`src/rtl/avalon_arg_host_pkg.sv`:
```
// Shared types and helpers for the Avalon-MM host command sequencer.
package avalon_arg_host_pkg;

  typedef enum logic [1:0] {
    OP_NOP  = 2'd0,
    OP_WR   = 2'd1,
    OP_RD   = 2'd2,
    OP_POLL = 2'd3
  } op_e;

  typedef enum logic [2:0] {
    StIdle,
    StWr,
    StRdReq,
    StRdWait,
    StGap,
    StResp
  } state_e;

  typedef struct packed {
    logic valid;
    logic timeout;
  } rsp_flags_t;

  function automatic int unsigned max_u(input int unsigned a, input int unsigned b);
    return (a > b) ? a : b;
  endfunction

  // Bits needed to hold 0..max_val, never less than one.
  function automatic int unsigned cnt_width(input int unsigned max_val);
    return (max_val < 1) ? 1 : $clog2(max_val + 1);
  endfunction

endpackage

```
`src/rtl/avalon_arg_host_if.sv`:
```
// Command/response stream plus Avalon-MM initiator signals of the host sequencer.
interface avalon_arg_host_if #(
  parameter int unsigned ADDR_W = 8,
  parameter int unsigned DATA_W = 32
);
  logic              cmd_valid;
  logic              cmd_ready;
  logic [1:0]        cmd_op;
  logic [ADDR_W-1:0] cmd_addr;
  logic [DATA_W-1:0] cmd_data;
  logic              rsp_valid;
  logic [DATA_W-1:0] rsp_data;
  logic              rsp_timeout;
  logic              busy;
  logic [ADDR_W-1:0] avm_address;
  logic              avm_chipselect;
  logic              avm_write;
  logic              avm_read;
  logic [DATA_W-1:0] avm_writedata;
  logic [DATA_W-1:0] avm_readdata;

  // Sequencer side.
  modport slave (
    input  cmd_valid, cmd_op, cmd_addr, cmd_data, avm_readdata,
    output cmd_ready, rsp_valid, rsp_data, rsp_timeout, busy,
    output avm_address, avm_chipselect, avm_write, avm_read, avm_writedata
  );

  // Controller / bus-agent side.
  modport master (
    output cmd_valid, cmd_op, cmd_addr, cmd_data, avm_readdata,
    input  cmd_ready, rsp_valid, rsp_data, rsp_timeout, busy,
    input  avm_address, avm_chipselect, avm_write, avm_read, avm_writedata
  );
endinterface

```
`src/rtl/avalon_arg_host_wait_ctr.sv`:
```
// Loadable down-counter with zero flag; used for both read-latency and poll-gap waits.
module avalon_arg_host_wait_ctr #(
  parameter int unsigned W = 4
) (
  input  logic         clk_i,
  input  logic         rst_i,
  input  logic         load_i,
  input  logic [W-1:0] load_val_i,
  output logic         zero_o
);

  logic [W-1:0] cnt_q;

  always_ff @(posedge clk_i) begin
    if (rst_i) begin
      cnt_q <= '0;
    end else if (load_i) begin
      cnt_q <= load_val_i;
    end else if (cnt_q != '0) begin
      cnt_q <= cnt_q - 1'b1;
    end
  end

  assign zero_o = (cnt_q == '0);

endmodule

```
`src/rtl/avalon_arg_host.sv`:
```
// Avalon-MM host command sequencer: turns NOP/WRITE/READ/POLL commands into bus strobes
// with fixed-latency read capture and returns one response per command.
module avalon_arg_host
  import avalon_arg_host_pkg::*;
#(
  parameter int unsigned ADDR_W       = 8,
  parameter int unsigned DATA_W       = 32,
  parameter int unsigned READ_LATENCY = 1,
  parameter int unsigned POLL_GAP     = 4,
  parameter int unsigned POLL_TIMEOUT = 1024
) (
  input logic              clock,
  input logic              reset,
  avalon_arg_host_if.slave bus
);

  localparam int unsigned WaitW = cnt_width(max_u(READ_LATENCY, POLL_GAP));
  localparam int unsigned PollW = $clog2(POLL_TIMEOUT + 1);
  localparam logic [WaitW-1:0] RdLoad  = WaitW'(READ_LATENCY - 1);
  localparam logic [WaitW-1:0] GapLoad = WaitW'((POLL_GAP == 0) ? 0 : POLL_GAP - 1);

  state_e            state_q, state_d;
  op_e               op_q;
  logic [ADDR_W-1:0] addr_q;
  logic [DATA_W-1:0] data_q;
  logic [PollW-1:0]  poll_cnt_q, poll_cnt_d;
  logic              accept, hit;
  logic              wait_load, wait_zero;
  logic [WaitW-1:0]  wait_load_val;
  logic              timeout_d;
  logic [DATA_W-1:0] rsp_data_d;

  logic              cmd_ready_q, busy_q, cs_q, wr_q, rd_q;
  rsp_flags_t        rsp_flags_q;
  logic [DATA_W-1:0] rsp_data_q;

  avalon_arg_host_wait_ctr #(
    .W (WaitW)
  ) u_wait_ctr (
    .clk_i      (clock),
    .rst_i      (reset),
    .load_i     (wait_load),
    .load_val_i (wait_load_val),
    .zero_o     (wait_zero)
  );

  assign accept = bus.cmd_valid && cmd_ready_q;
  // A zero mask means "just sample once": the first read always completes.
  assign hit    = ((bus.avm_readdata & data_q) != '0) || (data_q == '0);

  always_comb begin
    state_d       = state_q;
    poll_cnt_d    = poll_cnt_q;
    wait_load     = 1'b0;
    wait_load_val = '0;
    timeout_d     = 1'b0;
    rsp_data_d    = '0;
    case (state_q)
      StIdle: begin
        if (accept) begin
          poll_cnt_d = '0;
          case (op_e'(bus.cmd_op))
            OP_WR:          state_d = StWr;
            OP_RD, OP_POLL: state_d = StRdReq;
            default:        state_d = StResp;
          endcase
        end
      end
      StWr: state_d = StResp;
      StRdReq: begin
        state_d       = StRdWait;
        wait_load     = 1'b1;
        wait_load_val = RdLoad;
      end
      StRdWait: begin
        if (wait_zero) begin
          if ((op_q == OP_POLL) && !hit) begin
            poll_cnt_d = poll_cnt_q + 1'b1;
            if (poll_cnt_d == PollW'(POLL_TIMEOUT)) begin
              state_d    = StResp;
              timeout_d  = 1'b1;
              rsp_data_d = bus.avm_readdata;
            end else if (POLL_GAP == 0) begin
              state_d = StRdReq;
            end else begin
              state_d       = StGap;
              wait_load     = 1'b1;
              wait_load_val = GapLoad;
            end
          end else begin
            state_d    = StResp;
            rsp_data_d = bus.avm_readdata;
          end
        end
      end
      StGap: begin
        if (wait_zero) state_d = StRdReq;
      end
      StResp:  state_d = StIdle;
      default: state_d = StIdle;
    endcase
  end

  // Outputs are registered from the next state so strobes line up with the state they belong to.
  always_ff @(posedge clock) begin
    if (reset) begin
      state_q     <= StIdle;
      op_q        <= OP_NOP;
      addr_q      <= '0;
      data_q      <= '0;
      poll_cnt_q  <= '0;
      cmd_ready_q <= 1'b1;
      busy_q      <= 1'b0;
      cs_q        <= 1'b0;
      wr_q        <= 1'b0;
      rd_q        <= 1'b0;
      rsp_flags_q <= '0;
      rsp_data_q  <= '0;
    end else begin
      state_q    <= state_d;
      poll_cnt_q <= poll_cnt_d;
      if (accept) begin
        op_q   <= op_e'(bus.cmd_op);
        addr_q <= bus.cmd_addr;
        data_q <= bus.cmd_data;
      end
      cmd_ready_q         <= (state_d == StIdle);
      busy_q              <= (state_d != StIdle);
      cs_q                <= (state_d == StWr) || (state_d == StRdReq);
      wr_q                <= (state_d == StWr);
      rd_q                <= (state_d == StRdReq);
      rsp_flags_q.valid   <= (state_d == StResp);
      rsp_flags_q.timeout <= timeout_d;
      rsp_data_q          <= rsp_data_d;
    end
  end

  assign bus.cmd_ready      = cmd_ready_q;
  assign bus.busy           = busy_q;
  assign bus.rsp_valid      = rsp_flags_q.valid;
  assign bus.rsp_timeout    = rsp_flags_q.timeout;
  assign bus.rsp_data       = rsp_data_q;
  assign bus.avm_address    = addr_q;
  assign bus.avm_writedata  = data_q;
  assign bus.avm_chipselect = cs_q;
  assign bus.avm_write      = wr_q;
  assign bus.avm_read       = rd_q;

endmodule

```
`src/flat_wrapper.sv`:
```
// flat-port wrapper written by rule: the top's interface ports become plain ports
module avalon_arg_host_flat import avalon_arg_host_pkg::*;
#(
  parameter int unsigned ADDR_W       = 8,
  parameter int unsigned DATA_W       = 32,
  parameter int unsigned READ_LATENCY = 1,
  parameter int unsigned POLL_GAP     = 4,
  parameter int unsigned POLL_TIMEOUT = 1024
)
  (clock, reset, bus_cmd_valid, bus_cmd_op, bus_cmd_addr, bus_cmd_data, bus_avm_readdata, bus_cmd_ready, bus_rsp_valid, bus_rsp_data, bus_rsp_timeout, bus_busy, bus_avm_address, bus_avm_chipselect, bus_avm_write, bus_avm_read, bus_avm_writedata);
  avalon_arg_host_if #(.ADDR_W(ADDR_W), .DATA_W(DATA_W)) bus_i ();
  input logic clock;
  input logic reset;
  input wire logic [$bits(bus_i.cmd_valid)-1:0] bus_cmd_valid;
  input wire logic [$bits(bus_i.cmd_op)-1:0] bus_cmd_op;
  input wire logic [$bits(bus_i.cmd_addr)-1:0] bus_cmd_addr;
  input wire logic [$bits(bus_i.cmd_data)-1:0] bus_cmd_data;
  input wire logic [$bits(bus_i.avm_readdata)-1:0] bus_avm_readdata;
  output wire logic [$bits(bus_i.cmd_ready)-1:0] bus_cmd_ready;
  output wire logic [$bits(bus_i.rsp_valid)-1:0] bus_rsp_valid;
  output wire logic [$bits(bus_i.rsp_data)-1:0] bus_rsp_data;
  output wire logic [$bits(bus_i.rsp_timeout)-1:0] bus_rsp_timeout;
  output wire logic [$bits(bus_i.busy)-1:0] bus_busy;
  output wire logic [$bits(bus_i.avm_address)-1:0] bus_avm_address;
  output wire logic [$bits(bus_i.avm_chipselect)-1:0] bus_avm_chipselect;
  output wire logic [$bits(bus_i.avm_write)-1:0] bus_avm_write;
  output wire logic [$bits(bus_i.avm_read)-1:0] bus_avm_read;
  output wire logic [$bits(bus_i.avm_writedata)-1:0] bus_avm_writedata;
  assign bus_i.cmd_valid = bus_cmd_valid;
  assign bus_i.cmd_op = bus_cmd_op;
  assign bus_i.cmd_addr = bus_cmd_addr;
  assign bus_i.cmd_data = bus_cmd_data;
  assign bus_i.avm_readdata = bus_avm_readdata;
  assign bus_cmd_ready = bus_i.cmd_ready;
  assign bus_rsp_valid = bus_i.rsp_valid;
  assign bus_rsp_data = bus_i.rsp_data;
  assign bus_rsp_timeout = bus_i.rsp_timeout;
  assign bus_busy = bus_i.busy;
  assign bus_avm_address = bus_i.avm_address;
  assign bus_avm_chipselect = bus_i.avm_chipselect;
  assign bus_avm_write = bus_i.avm_write;
  assign bus_avm_read = bus_i.avm_read;
  assign bus_avm_writedata = bus_i.avm_writedata;
  avalon_arg_host #(.ADDR_W(ADDR_W), .DATA_W(DATA_W), .READ_LATENCY(READ_LATENCY), .POLL_GAP(POLL_GAP), .POLL_TIMEOUT(POLL_TIMEOUT)) u_core (.clock(clock), .reset(reset), .bus(bus_i));
endmodule
```
`config.mk`:
```
export PLATFORM = sky130hd
export DESIGN_NAME = avalon_arg_host_flat
export DESIGN_NICKNAME = d
export VERILOG_FILES = /design/src/rtl/avalon_arg_host_pkg.sv /design/src/rtl/avalon_arg_host_if.sv /design/src/rtl/avalon_arg_host_wait_ctr.sv /design/src/rtl/avalon_arg_host.sv /design/src/flat_wrapper.sv
export SDC_FILE = /design/constraint.sdc
export NUM_CORES = 1
export LEC_CHECK = 0
export BUFFER_PORTS_ARGS = -buffer_cell sky130_fd_sc_hd__buf_2
export CORE_UTILIZATION = 44
export DETAILED_ROUTE_END_ITERATION = 8
export HOLD_SLACK_MARGIN = 0.12
export PLACE_DENSITY = 0.76
export SYNTH_ARGS = -nofsm -noshare
export SYNTH_HDL_FRONTEND = slang
export SYNTH_SLANG_ARGS = --single-unit
```
`constraint.sdc`:
```
create_clock -name clock -period 2 [get_ports clock]
set_input_delay 0.1 -clock clock [delete_from_list [all_inputs] [get_ports clock]]
set_output_delay 0.1 -clock clock [all_outputs]
set_load 0.1 [all_outputs]
```
**Word level (Yosys, flattened, before mapping)**

Index checks and enable logic that the tools add are counted.

- Register bits after elaboration: 98
- Input port bits: 77
- Output and inout port bits: 79
- Word-level logic and storage cells: 77

- $add $sub $neg: 2
- Equality and inequality tests: 15
- Muxes and demuxes: 24
- Bitwise operators: 4
- Reduce and logical (&&, ||, !) cells: 18

Operators with widths:

| cell | number |
|---|---|
| 32-bit two-way mux | 2 |
| 11-bit two-way mux | 3 |
| 32-bit bitwise AND | 1 |
| 32-bit logical NOT | 1 |
| 32-bit nonzero test | 1 |
| 3-bit two-way mux | 8 |
| 11-bit case mux with 2 select lines | 1 |
| 3-bit case mux with 5 select lines | 1 |
| 11-bit by 1-bit adder with 11-bit output (second input constant) | 1 |
| 11-bit equality test (second input constant) | 1 |
| 3-bit by 2-bit equality test with 1-bit output (second input constant) | 3 |
| 3-bit logical NOT | 3 |
| 2-bit equality test (second input constant) | 3 |
| 3-bit by 1-bit equality test with 1-bit output (second input constant) | 2 |
| 3-bit equality test (second input constant) | 2 |
| 1-bit two-way mux | 6 |
| 3-bit case mux with 2 select lines | 1 |
| 3-bit nonzero test | 2 |
| 2-bit by 1-bit inequality test with 1-bit output (second input constant) | 2 |
| 4-bit AND reduction | 1 |
| 2-bit nonzero test | 2 |
| 4-bit OR reduction | 1 |
| 1-bit inverter | 3 |
| 3-bit OR reduction | 1 |
| 9 further kinds | 11 |

**Logic depth before layout (Yosys ltp)**

- Word-level depth: 10
- Mapped depth: 9
- Depth with buffers taken out: 8

**By module**

From an unflattened synthesis, not the netlist that was laid out.

- Cell total of the unflattened synthesis: 429
- Area total of the unflattened synthesis: 3808.7 um2

Modules (own cells, without submodules):

| module | times used | cells an instance | area each (um2) | seq. area each (um2) |
|---|---|---|---|---|
| avalon_arg_host | 1 | 407 | 3602.2 | 1901.8 |
| avalon_arg_host_wait_ctr | 1 | 22 | 206.4 | 60.1 |

**Least setup slack after synthesis**

Ideal clock, no wire load.

- Path kind: reg2reg
- From: register u_core.data_q[22], in the netlist u_core.bus.avm_writedata[22]
- To: register u_core.poll_cnt_q[9]
- Setup time: 0.131 ns
- Arrival: 2.248 ns
- Slack: -0.379 ns
- Stages on the path, launching flop included: 7
- Path buffers: 0
- Period minus slack after synthesis: 2.379 ns
- Cells stage by stage: dfxtp_1 > a22oi_1 > nand4_1 > or3_4 > o41a_1 > o311ai_1 > o41ai_1

- Word-level cells in the longest chain between the ends: 7
- Elaborated cells between the ends (all ways): 8

Ends and longest elaborated chain:

| item | line | text |
|---|---|---|
| from (decl) | avalon_arg_host.sv:25 | `logic [DATA_W-1:0] data_q;` |
| from (signal assigned) | avalon_arg_host.sv:125 | `data_q <= bus.cmd_data;` |
| 32-bit bitwise AND | avalon_arg_host.sv:49 | `assign hit = ((bus.avm_readdata & data_q) != '0) \|\| (data_q == '0);` |
| 32-bit nonzero test | avalon_arg_host.sv:49 |  |
| 1-bit logical OR * | avalon_arg_host.sv:49 |  |
| 1-bit logical NOT * | avalon_arg_host.sv:77 | `if ((op_q == OP_POLL) && !hit) begin` |
| 1-bit logical AND * | avalon_arg_host.sv:77 |  |
| 2-bit by 1-bit inequality test with 1-bit output (no source line) * | n/a |  |
| 4-bit AND reduction (no source line) * | n/a |  |
| to (signal assigned) | avalon_arg_host.sv:121 | `poll_cnt_q <= poll_cnt_d;` |
| to (decl) | avalon_arg_host.sv:26 | `logic [PollW-1:0] poll_cnt_q, poll_cnt_d;` |

Every way passes the cells marked *; elsewhere a longest branch is shown, timed or not.
A chain may end at the register's enable or synchronous reset.

**Final worst setup path**

- From: register u_core.data_q[5], in the netlist u_core.bus.avm_writedata[5]
- To: register u_core.poll_cnt_q[7]

Same word-level chain as after synthesis.

==> run summary <==
Async SR Flop Fraction = 0%
Count of final max-slew check failures = 0
Worst Path Class, Setup = flip-flop to flip-flop
Leak = 3.02 nW
Crit. End Element = flip-flop
WL/cell = 22.8 um
Tmin final = 2260 ps
Hold Startpoint = reset
Post-Syn Area per Cell = 8.33 um2
Slew @ Worst Pin = 558 ps
Reg2reg setup slack = -260 ps
Total Nets Final = 848
Reg2Reg Depth = 8
RSZ-0062 raised after global routing = yes
Fin area = 6740 um2
Final period utilization = 113%
Number of synthesized flops with an enable pin = 0
Hold Crit Class = primary input to flip-flop
Sw frac = 46.9%
MaxCap Viol Count = 0
Via Count = 5589
Crit path max fanout = 5
IO buf count = 155
First-pass GRT wire length = 24.9 mm
Clk Latency, worst-skew pair = 370 ps
R2r startpoint = u_core.bus.avm_writedata[5]
Startpoint Class = flip-flop
Hold endpoint = u_core.bus.avm_writedata[22]
Power density cells = 1010 nW/um2
Internal = 0.00361 W
Max_slew headroom = 62.3%
Layout cells sized above 1 = 40.4%
# IOs = 156
Area contributors post-synth = dfxtp_1, nand2_1, a21oi_1, and2_1, a22oi_1
CP peak stage delay = 400 ps
Antenna violations before repair = 1
Synth Flop Type = dfxtp_1
Final hold violation count = 0
Synth top cells by count = nand2_1, dfxtp_1, a21oi_1
Root Buffer = clkbuf_8
CTS clk-pin slew, worst paths = 110 ps
Ys Warns = 0
Worst-path cell chain = nor4_2, nand4_1, or2_4, nand4_1, buf_4, buf_4, nand2_1, a311oi_1
DRC = 38
CTS H-Tree Depth = 3
Die width = 97.7 um
Register area share after synthesis = 48.7%
Initial drt markers = 666
HPWL Detailed = 9.93 mm
Seq pwr share = 35.5%
FP Rows = 34
Initial Utilization = 45.8%
Num Clock Sinks = 98
Core footprint = 8810 um2
Initial DRT Pass Iterations = 9
Final setup fails = 46
Placed Area = 5220 um2
Failing checks = design-rule violations, negative setup slack
Fin Hold WS = 170 ps
R2r endpoint = u_core.poll_cnt_q[7]
Worst vdd ir = 0.695 mV
Area Growth Syn to Fin = 67.3%
Grt ovf = 0
Placer's final routability congestion estimate = 0.918
Global Route Usage Sum = 33.2%
Synth cell types = 53
Synth top area share = 48.7%
Status = finished, violations left
Fin worst setup slack = -260 ps
DR vias/cell = 6.34
Most frequent cell after synthesis = nand2_1
ANT nets after route = 0
CTS tree = yes
Largest net degree at the start of global routing = 43
Hold Path Cell Cnt = 2
Mapped Cells = 484
Clk buf depth = 2
Switch Pwr = 0.00319 W
WL final = 20.1 mm
Die height = 97.7 um
Comb pwr share = 45.1%
WP data required = 2270 ps
Number of global-route vias before repair = 4907
CTS buffer count = 9
Top achievable clock speed = 442 MHz
Cell area after synthesis = 4030 um2
Post-synth top area cell = dfxtp_1
Seq cells post-synth = 98
Worst EP arrival = 2530 ps
Crit-path slowest cell = nor4_2
Full die area = 9550 um2
Clock share of power = 19.4%
Post-Syn Nets = 565
Clk_skew = 21.7 ps
[area by class of cell]
type                            count  area [um2]
Antenna cell                        1        2.50
Clock buffer                       11         153
Clock inverter                      5        41.3
Fill cell                         521        2060
Inverter                            7        26.3
Multi-Input combinational cell    354        2190
Sequential cell                    98        2040
Tap cell                          108         135
Timing Repair Buffer              297        2150
[cell usage in the layout (no fill, tap or decap), drive strengths merged, types with 5 or more instances in the layout]
cell / n
inv: 11
nor3: 5
a21oi: 52
or3: 5
and2: 35
clkbuf: 13
nand2: 125
dfxtp: 98
buf: 207
nor4: 12
nand3: 13
nand4: 15
dlygate4sd3: 88
nor2: 13
a22oi: 14
[kinds of logic (layout without fill, tap and decap cells)]
kind of cell	Yosys count	count (layout)	synth area share [%]
compound gates	102	102	16.4
xor+xnor	3	3	0.652
fa+ha+maj	4	4	1.24
buf+inv	32	320	3.17
flops	98	98	48.7
mux	2	2	0.497
other cells	0	1	0
simple gates	243	243	29.4
[critical path: cells and delay by family (launching register included)]
| kind | cells | cell delay [ps] |
|---|---|---|
| buf+inv | 2 | 260 |
| simple gates | 5 | 1210 |
| flops | 1 | 390 |
| compound gates | 1 | 270 |
[stage by stage]
step | power [W] | cells | worst slack (ps) | TNS, ps | utilization (%)
after global routing | 0.00700 | 881 | -340 | -9770 | 76.6
after floorplan | 0.00434 | 484 | 11.1 | 0 | -
after CTS | 0.00644 | 866 | -15.6 | -23.4 | 72.0
after detailed placement | 0.00499 | 761 | -116 | -1400 | 59.3
after global placement | 0.00495 | 761 | -153 | -714 | 59.3
final | 0.00680 | 881 | -260 | -8390 | 76.6
[metal layers]
metal | global-route usage, % | vias to the layer above | part of all wire, %
li1 | - | 2267 | -
met3 | 7.34 | 211 | 12
met4 | 19.0 | 0 | 10
met2 | 59.1 | 558 | 46
met5 | 0 | - | 0
met1 | 36.4 | 2553 | 32
[repair_timing]
action,CTS,global route
hold buffers,88,0
resized for setup,7,53
gates cloned,0,3
endpoints found under the setup margin,41,46
setup buffers,1,14
hold endpoints to repair,74,0
pin swaps,6,21
[worst max-delay path by stage]
stage / start / endpoint / slack [ps] / depth (start not counted)
after CTS: u_core.bus.avm_writedata[9] / u_core.poll_cnt_q[2] / -20 / 6
after global placement: u_core.bus.avm_writedata[1] / u_core.poll_cnt_q[4] / -150 / 8
after detailed placement: u_core.bus.avm_writedata[1] / u_core.poll_cnt_q[4] / -120 / 8
after global routing: bus_avm_readdata[18] / u_core.poll_cnt_q[2] / -340 / 10
final: u_core.bus.avm_writedata[5] / u_core.poll_cnt_q[7] / -260 / 8
after floorplan: u_core.bus.avm_writedata[29] / u_core.bus.rsp_data[0] / 10 / 7
[sequential cells by signal (all words and copies together) (netlist names)]
name	cells
u_core.bus.avm_writedata	32
u_core.bus.rsp_data	32
u_core.poll_cnt_q	11
u_core.bus.avm_address	8
u_core.state_q	3
u_core.u_wait_ctr.cnt_q	3
u_core.op_q	2
u_core.bus.avm_chipselect	1
u_core.bus.avm_read	1
u_core.bus.avm_write	1
u_core.bus.busy	1
u_core.bus.cmd_ready	1
u_core.bus.rsp_timeout	1
u_core.bus.rsp_valid	1
[power groups by stage]
stage          sequential [W]  combinational (W)  clock [W]
2_1_floorplan         0.00350           0.000835          0
3_3_place_gp          0.00240            0.00256          0
3_5_place_dp          0.00241            0.00258          0
4_1_cts               0.00236            0.00277    0.00130
5_1_grt               0.00243            0.00317    0.00140
6_report              0.00242            0.00306    0.00132
Note: power is estimated with default switching activity, not from simulation.
